### config.mk
export PLATFORM = sky130hd
export DESIGN_NAME = uart_tx_arbiter
export DESIGN_NICKNAME = d
export VERILOG_FILES = /design/src/rtl/uart_tx_arbiter.sv
export SDC_FILE = /design/constraint.sdc
export NUM_CORES = 1
export LEC_CHECK = 0
export CAP_MARGIN = 20
export CORE_AREA = 2 2 57 59
export DETAILED_ROUTE_END_ITERATION = 10
export DIE_AREA = 0 0 59 61
export GPL_TIMING_DRIVEN = 0
export PLACE_DENSITY_LB_ADDON = 0.12
export SKIP_CTS_REPAIR_TIMING = 1
export SLEW_MARGIN = 40
export SYNTH_ARGS = -nofsm -noshare
export SYNTH_HDL_FRONTEND = slang
export SYNTH_SLANG_ARGS = --single-unit
### constraint.sdc
create_clock -name clk_i -period 2.7 [get_ports clk_i]
set_clock_uncertainty 0.15 [all_clocks]
set_input_delay 0.27 -clock clk_i [delete_from_list [all_inputs] [get_ports clk_i]]
set_output_delay 0.27 -clock clk_i [all_outputs]
set_load 0.01 [all_outputs]
### src/rtl/uart_tx_arbiter.sv
// uart_tx_arbiter
//   Shares one UART TX byte FIFO write port between NUM_REQ byte-stream
//   clients. A grant covers a whole packet, ending at req_last_i or when
//   MAX_BEATS bytes have been written. Clients are picked round-robin.
//   Optional build macro UART_ARB_HDR_EN: a header byte (8'hA0 | grant) is
//   written ahead of every granted packet.
module uart_tx_arbiter #(
  parameter int NUM_REQ    = 4,
  parameter int DATA_WIDTH = 8,
  parameter int MAX_BEATS  = 256
) (
  input  logic                          clk_i,
  input  logic                          rst_i,
  input  logic [NUM_REQ-1:0]            req_valid_i,
  input  logic [NUM_REQ*DATA_WIDTH-1:0] req_data_i,
  input  logic [NUM_REQ-1:0]            req_last_i,
  output logic [NUM_REQ-1:0]            req_ready_o,
  input  logic                          tx_full_i,
  output logic                          tx_we_o,
  output logic [DATA_WIDTH-1:0]         tx_din_o,
  output logic [$clog2(NUM_REQ)-1:0]    grant_o,
  output logic                          busy_o,
  output logic                          ovf_o
);

  localparam int GW = $clog2(NUM_REQ);
  localparam int CW = $clog2(MAX_BEATS + 1);
  localparam logic [GW-1:0] LAST_INIT = GW'(NUM_REQ - 1);
  localparam logic [CW-1:0] CNT_MAX   = CW'(MAX_BEATS - 1);

`ifdef UART_ARB_HDR_EN
  typedef enum logic [1:0] {S_IDLE = 2'd0, S_HDR = 2'd1, S_XFER = 2'd2} state_t;
`else
  typedef enum logic [1:0] {S_IDLE = 2'd0, S_XFER = 2'd2} state_t;
`endif

  state_t              state;
  logic [GW-1:0]       grant_r;
  logic [GW-1:0]       last_grant;
  logic [CW-1:0]       beat_cnt;

  logic                gnt_valid;
  logic                gnt_last;
  logic [DATA_WIDTH-1:0] gnt_data;
  logic [NUM_REQ-1:0]  gnt_onehot;
  logic                beat;

  // First valid requester strictly after 'last', wrapping modulo NUM_REQ.
  // The sum is one bit wider so that a single conditional subtract gives a
  // correct modulo for non-power-of-2 requester counts.
  function automatic logic [GW-1:0] rr_pick(input logic [NUM_REQ-1:0] vld,
                                            input logic [GW-1:0]      last);
    logic [GW-1:0] pick;
    logic [GW:0]   idx;
    pick = last;
    for (int i = NUM_REQ; i >= 1; i--) begin
      idx = {1'b0, last} + (GW+1)'(i);
      if (idx >= (GW+1)'(NUM_REQ)) idx = idx - (GW+1)'(NUM_REQ);
      if (vld[idx[GW-1:0]]) pick = idx[GW-1:0];
    end
    return pick;
  endfunction

  // Select the granted requester's valid/last/byte with constant-index slices.
  always_comb begin
    gnt_valid  = 1'b0;
    gnt_last   = 1'b0;
    gnt_data   = '0;
    gnt_onehot = '0;
    for (int k = 0; k < NUM_REQ; k++) begin
      if (grant_r == GW'(k)) begin
        gnt_valid     = req_valid_i[k];
        gnt_last      = req_last_i[k];
        gnt_data      = req_data_i[k*DATA_WIDTH +: DATA_WIDTH];
        gnt_onehot[k] = 1'b1;
      end
    end
  end

  // Zero-latency handshake and FIFO write path; idle outputs stay at 0.
  always_comb begin
    req_ready_o = '0;
    tx_we_o     = 1'b0;
    tx_din_o    = '0;
    ovf_o       = 1'b0;
    beat        = 1'b0;
    case (state)
      S_XFER: begin
        req_ready_o = gnt_onehot & {NUM_REQ{!tx_full_i}};
        beat        = gnt_valid & !tx_full_i;
        tx_we_o     = beat;
        if (beat) tx_din_o = gnt_data;
        ovf_o       = beat & !gnt_last & (beat_cnt == CNT_MAX);
      end
`ifdef UART_ARB_HDR_EN
      S_HDR: begin
        tx_we_o = !tx_full_i;
        if (!tx_full_i) tx_din_o = DATA_WIDTH'(8'hA0) | DATA_WIDTH'(grant_r);
      end
`endif
      default: ;
    endcase
  end

  // Arbitration FSM: IDLE picks, (HDR writes header,) XFER moves one packet.
  always_ff @(posedge clk_i or posedge rst_i) begin
    if (rst_i) begin
      state      <= S_IDLE;
      grant_r    <= '0;
      last_grant <= LAST_INIT;
      beat_cnt   <= '0;
    end else begin
      case (state)
        S_IDLE: begin
          if (|req_valid_i) begin
            grant_r <= rr_pick(req_valid_i, last_grant);
`ifdef UART_ARB_HDR_EN
            state   <= S_HDR;
`else
            state   <= S_XFER;
`endif
          end
        end
`ifdef UART_ARB_HDR_EN
        S_HDR: begin
          if (!tx_full_i) state <= S_XFER;
        end
`endif
        S_XFER: begin
          if (beat) begin
            if (gnt_last || ovf_o) begin
              state      <= S_IDLE;
              last_grant <= grant_r;
              beat_cnt   <= '0;
            end else begin
              beat_cnt   <= beat_cnt + CW'(1);
            end
          end
        end
        default: state <= S_IDLE;
      endcase
    end
  end

  assign grant_o = grant_r;
  assign busy_o  = (state != S_IDLE);

endmodule

Word-level counts from Yosys, hierarchy flattened

Cells that the tools add are included.
W data, S select, Z words.

Flip-flop bits (word level): 15
Bits of input ports: 43

Reductions and logical operators: 11
$lt $le $gt $ge: 8
Bitwise logic cells: 4
Equality and inequality tests: 8
Add/sub/neg operators: 9
Muxes and demuxes: 50

Operator list:

| operator              | count |
|---|---|
| $mux W8               | 6 |
| $mux W2               | 19 |
| $mux W1               | 18 |
| $ge A3 B3 Y1 const B  | 4 |
| $lt A2 B3 Y1 const B  | 4 |
| $add A9 B1 Y9 const B | 1 |
| $eq A9 B8 Y1 const B  | 1 |
| $mux W9               | 1 |
| $bmux W1 S2           | 4 |
| $sub A2 B1 Y2 const B | 4 |
| $add A2 B2 Y3 const B | 2 |
| $eq A2 B2 Y1 const B  | 3 |
| $ne A2 B2 Y1 const B  | 3 |
| $reduce_and A3 Y1     | 2 |
| $and A4 B4 Y4         | 1 |
| $logic_not A2 Y1      | 2 |
| $mux W4               | 1 |
| $pmux W2 S2           | 1 |
| $reduce_and A2 Y1     | 2 |
| $reduce_or A4 Y1      | 1 |
| $add A2 B1 Y3 const B | 1 |
| $add A2 B3 Y3 const B | 1 |
| $and A1 B1 Y1         | 3 |
| $eq A2 B1 Y1 const B  | 1 |
| 3 further kinds       | 4 |

Longest topological paths before layout

Word-level depth: 13
Gate-level depth with buffers: 8
Mapped depth without buffers: 8

Worst setup path before layout

Ideal clock, no wire load.

Path kind: register -> register
From: reg beat_cnt[0]
To: reg last_grant[0]
Stages on the path, launching flop included: 9
Path slack: 0.686 ns
Library setup time: 0.082 ns
Arrival time: 1.781 ns
Required time: 2.468 ns
Clock period less this slack: 2.014 ns
Cell sequence: dfrtp_1 -> ha_1 -> and3_1 -> nand3_1 -> nor2_1 -> ha_1 -> nor2_4 -> nor2_2 -> mux2_4

Word-level cells in the longest chain between the ends: 5

Ends and longest elaborated chain:

| what                        | RTL line | text |
|---|---|---|
| start: declaration          | 40       | `logic [CW-1:0] beat_cnt;` |
| start signal: assignment    | 136      | `beat_cnt <= beat_cnt + CW'(1);` |
| $eq A9 B8 Y1                | 93       | `ovf_o = beat & !gnt_last & (beat_cnt == CNT_MAX);` |
| $and A1 B1 Y1               | 93       |  |
| $mux W1                     | 87       | `case (state)` |
| $logic_or A1 B1 Y1          | 131      | `if (gnt_last \|\| ovf_o) begin` |
| $reduce_and A3 Y1 (no line) | --       |  |
| end signal: assignment      | 133      | `last_grant <= grant_r;` |
| end: declaration            | 39       | `logic [GW-1:0] last_grant;` |

Every way passes these cells.
A chain may end at the register's enable or synchronous reset.

Final worst setup path

From: in req_valid_i[3]
To: out tx_we_o

Word-level cells in the longest chain between the ends: 3

Ends and longest elaborated chain:

| what               | RTL line | text |
|---|---|---|
| start: declaration | 14       | `input logic [NUM_REQ-1:0] req_valid_i,` |
| $mux W1            | 71       | `if (grant_r == GW'(k)) begin` |
| $and A1 B1 Y1      | 90       | `beat = gnt_valid & !tx_full_i;` |
| $mux W1            | 87       |  |
| end: declaration   | 19       | `output logic tx_we_o,` |

Every way passes these cells.

==> impl_metrics.env <==
export IMPL_synthFlopType="dfrtp_1"
export IMPL_vias_per_cell=5.56
export IMPL_grt_busiest_layer="met2"
export IMPL_area_delta_synth_final_pct=61.1
export IMPL_routedWlPerCell_um=15.7
export IMPL_fin_area_sq_um=1870
export IMPL_crit_path_max_fanout=9
export IMPL_fin_hold_ws_ns=0.169
export IMPL_gr_usage_met1_pct=24.5
export IMPL_max_slew_worst_pin_slew_ns=0.530
export IMPL_cts_htree_levels=1
export IMPL_layoutNonFillerInstCount=216
export IMPL_fmax_mhz=390
export IMPL_comb_power_share_pct=63.7
export IMPL_wirelength_um=3390
export IMPL_hold_viol_final=0
export IMPL_io_pins=60
export IMPL_synth_common_cells="dfrtp_1 (12), o21ai_0 (12), and3_1 (11)"
export IMPL_gp_congestion=0.804
export IMPL_r2r_start="beat_cnt[0]"
export IMPL_final_util_pct=63.3
export IMPL_seqPwrFrac_pct=25.2
export IMPL_dp_cells=208
export IMPL_grt_pass1_wl_um=5530
export IMPL_grt_pass1_vias=1182
export IMPL_yosysTopAreaCellShare_pct=25.9
export IMPL_synth_seq_cells=14
export IMPL_clock_latency_ns=0.28
export IMPL_met3_usage_pct=2.77
export IMPL_power_mw=1.35
export IMPL_synth_area_leader_cell="dfrtp_1"
export IMPL_setup_tns_ns=0
export IMPL_setup_viol_count_final=0
export IMPL_fin_crit_sh_pct=94.9
export IMPL_first_pass_iters=4
export IMPL_grt_use_total_pct=20.1
export IMPL_cts_made_buffers=3
export IMPL_synth_cells=116
export IMPL_initial_core_util_pct=39.3
export IMPL_drt_iter0_drc=61
export IMPL_switching_power_mw=0.506
export IMPL_p_int_mw=0.849
export IMPL_yosys_top_cells_area="dfrtp_1 (26%), mux4_2 (14%), mux4_1 (6.8%)"
export IMPL_synth_area_sq_um=1160
export IMPL_worst_hold_path_type="in -> async"
export IMPL_fp_coreArea_sq_um=2950
export IMPL_ys_seq_area_share_pct=30.4
export IMPL_route_antenna_remaining_nets=0
export IMPL_p_sw_share_pct=37.3
export IMPL_diodes=0
export IMPL_status="completed"
export IMPL_synth_edff_count=0
export IMPL_antenna_found_initial=0
export IMPL_ys_warnings_count=0
export IMPL_die_w_um=59
export IMPL_vias=1200
export IMPL_fill_cells=247
export IMPL_power_leakage_nw=0.796
export IMPL_finalWorstSetupSlack_ns=0.138
export IMPL_cts_sinks=14
export IMPL_port_buffers=59
export IMPL_drc_errors=0
export IMPL_drv_cap=0
export IMPL_critPathKind="in -> out"
export IMPL_end_kind="output pin"
export IMPL_power_frac_clock_pct=11.1
export IMPL_die_height_um=61
export IMPL_drv_slew=0
export IMPL_cts_tree="yes"
export IMPL_ys_async_sr_fraction_pct=100
export IMPL_drive_gt1_share_pct=16.9
export IMPL_syn_area_per_cell_sq_um=10.0
export IMPL_dpl_hpwl_um=2650
export IMPL_cts_clk_slew_worst_paths_ns=0.08
export IMPL_placed_area_sq_um=1790
export IMPL_required_ns=2.28
export IMPL_root_buffer="clkbuf_4"
export IMPL_synthDistinctLibCells=37
export IMPL_cp_start_kind="input port"
export IMPL_fin_crit_ns=2.56
export IMPL_place_ws_ns=0.0845
export IMPL_grt_overflow_total=0
export IMPL_synth_nets=161
export IMPL_peakVddDrop_uv=336
export IMPL_cp_arrival_ns=2.14
export IMPL_clk_path_buf_depth=2
export IMPL_grt_max_degree=15
export IMPL_rsz0062_at_grt="no"
export IMPL_p_per_area_nw_per_um2=725
export IMPL_nNetsFinal=229
export IMPL_rows=20
export IMPL_grtUsageMet2_pct=37.0
export IMPL_slew_headroom_pct=64.7
export IMPL_die_area_sq_um=3600
export IMPL_startpoint="req_valid_i[3]"
-- routing by layer --
layer  share of wire, %  vias to the layer above
met4               0.53                        0
met3                5.5                        4
li1                   -                      580
met1                 43                      585
met5                  0                        -
met2                 51                       31
-- registers in the layout, indices dropped and copies added, names as in the netlist --
| signal | cells |
|---|---|
| beat_cnt | 9 |
| grant_o | 2 |
| last_grant | 2 |
| state | 1 |
-- power groups by stage --
stage | Clock [mW] | Combinational (mW) | Sequential [mW]
after detailed placement | 0 | 0.844 | 0.347
after global routing | 0.164 | 0.943 | 0.351
after CTS | 0.155 | 0.847 | 0.344
after global placement | 0 | 0.827 | 0.344
after floorplan | 0 | 0.533 | 0.342
final | 0.150 | 0.863 | 0.341
-- final timing paths --
path	slack [ns]	end	cells past startpoint
setup / recovery	0.14	tx_we_o	5
setup reg to reg	0.52	beat_cnt[6]	9
max in group asynchronous	1.87	last_grant[0]	2
hold reg to reg	0.38	beat_cnt[4]	1
min in group clk_i	0.38	beat_cnt[4]	1
hold / removal	0.17	grant_o[0]	2
-- area by class of cell --
cell class | instances | area (sq um) | area share, %
multi-input cells | 92 | 764 | 40.9
flip-flops and latches | 14 | 353 | 18.9
well taps | 33 | 41.3 | 2.21
repair buffers | 63 | 623 | 33.4
plain buffers | 6 | 35.0 | 1.88
inverters | 4 | 15.0 | 0.804
clock buffers | 4 | 36.3 | 1.94
-- cells in the final DEF, fill, tap and decap left out, types with 3 or more instances in the layout --
cell type        instances
inv_1                    4
and3_1                  11
nand2b_1                 4
dfrtp_1                 12
buf_4                    4
nand2_1                  9
clkdlybuf4s50_1         58
o21ai_0                 12
nor3_1                   3
clkbuf_4                 3
mux4_1                   3
mux4_2                   7
nor2_1                   8
nand3_1                  5
nor2b_1                  3
-- worst max-delay path: stages --
cell             delay, ns
clkdlybuf4s50_1       0.50
mux4_2                0.62
nand2_1               0.16
inv_1                 0.10
clkdlybuf4s50_1       0.49
-- logic make-up after synthesis --
family,Yosys count,synth area share [%]
AND/OR/NAND/NOR,51,24.2
buffers and inverters,10,4.10
multiplexers,13,23.9
adder cells (fa/ha/maj),2,2.16
AO/OA/AOI/OAI,26,15.2
flip-flops,14,30.4
Note: power is estimated with default switching activity, not from simulation.
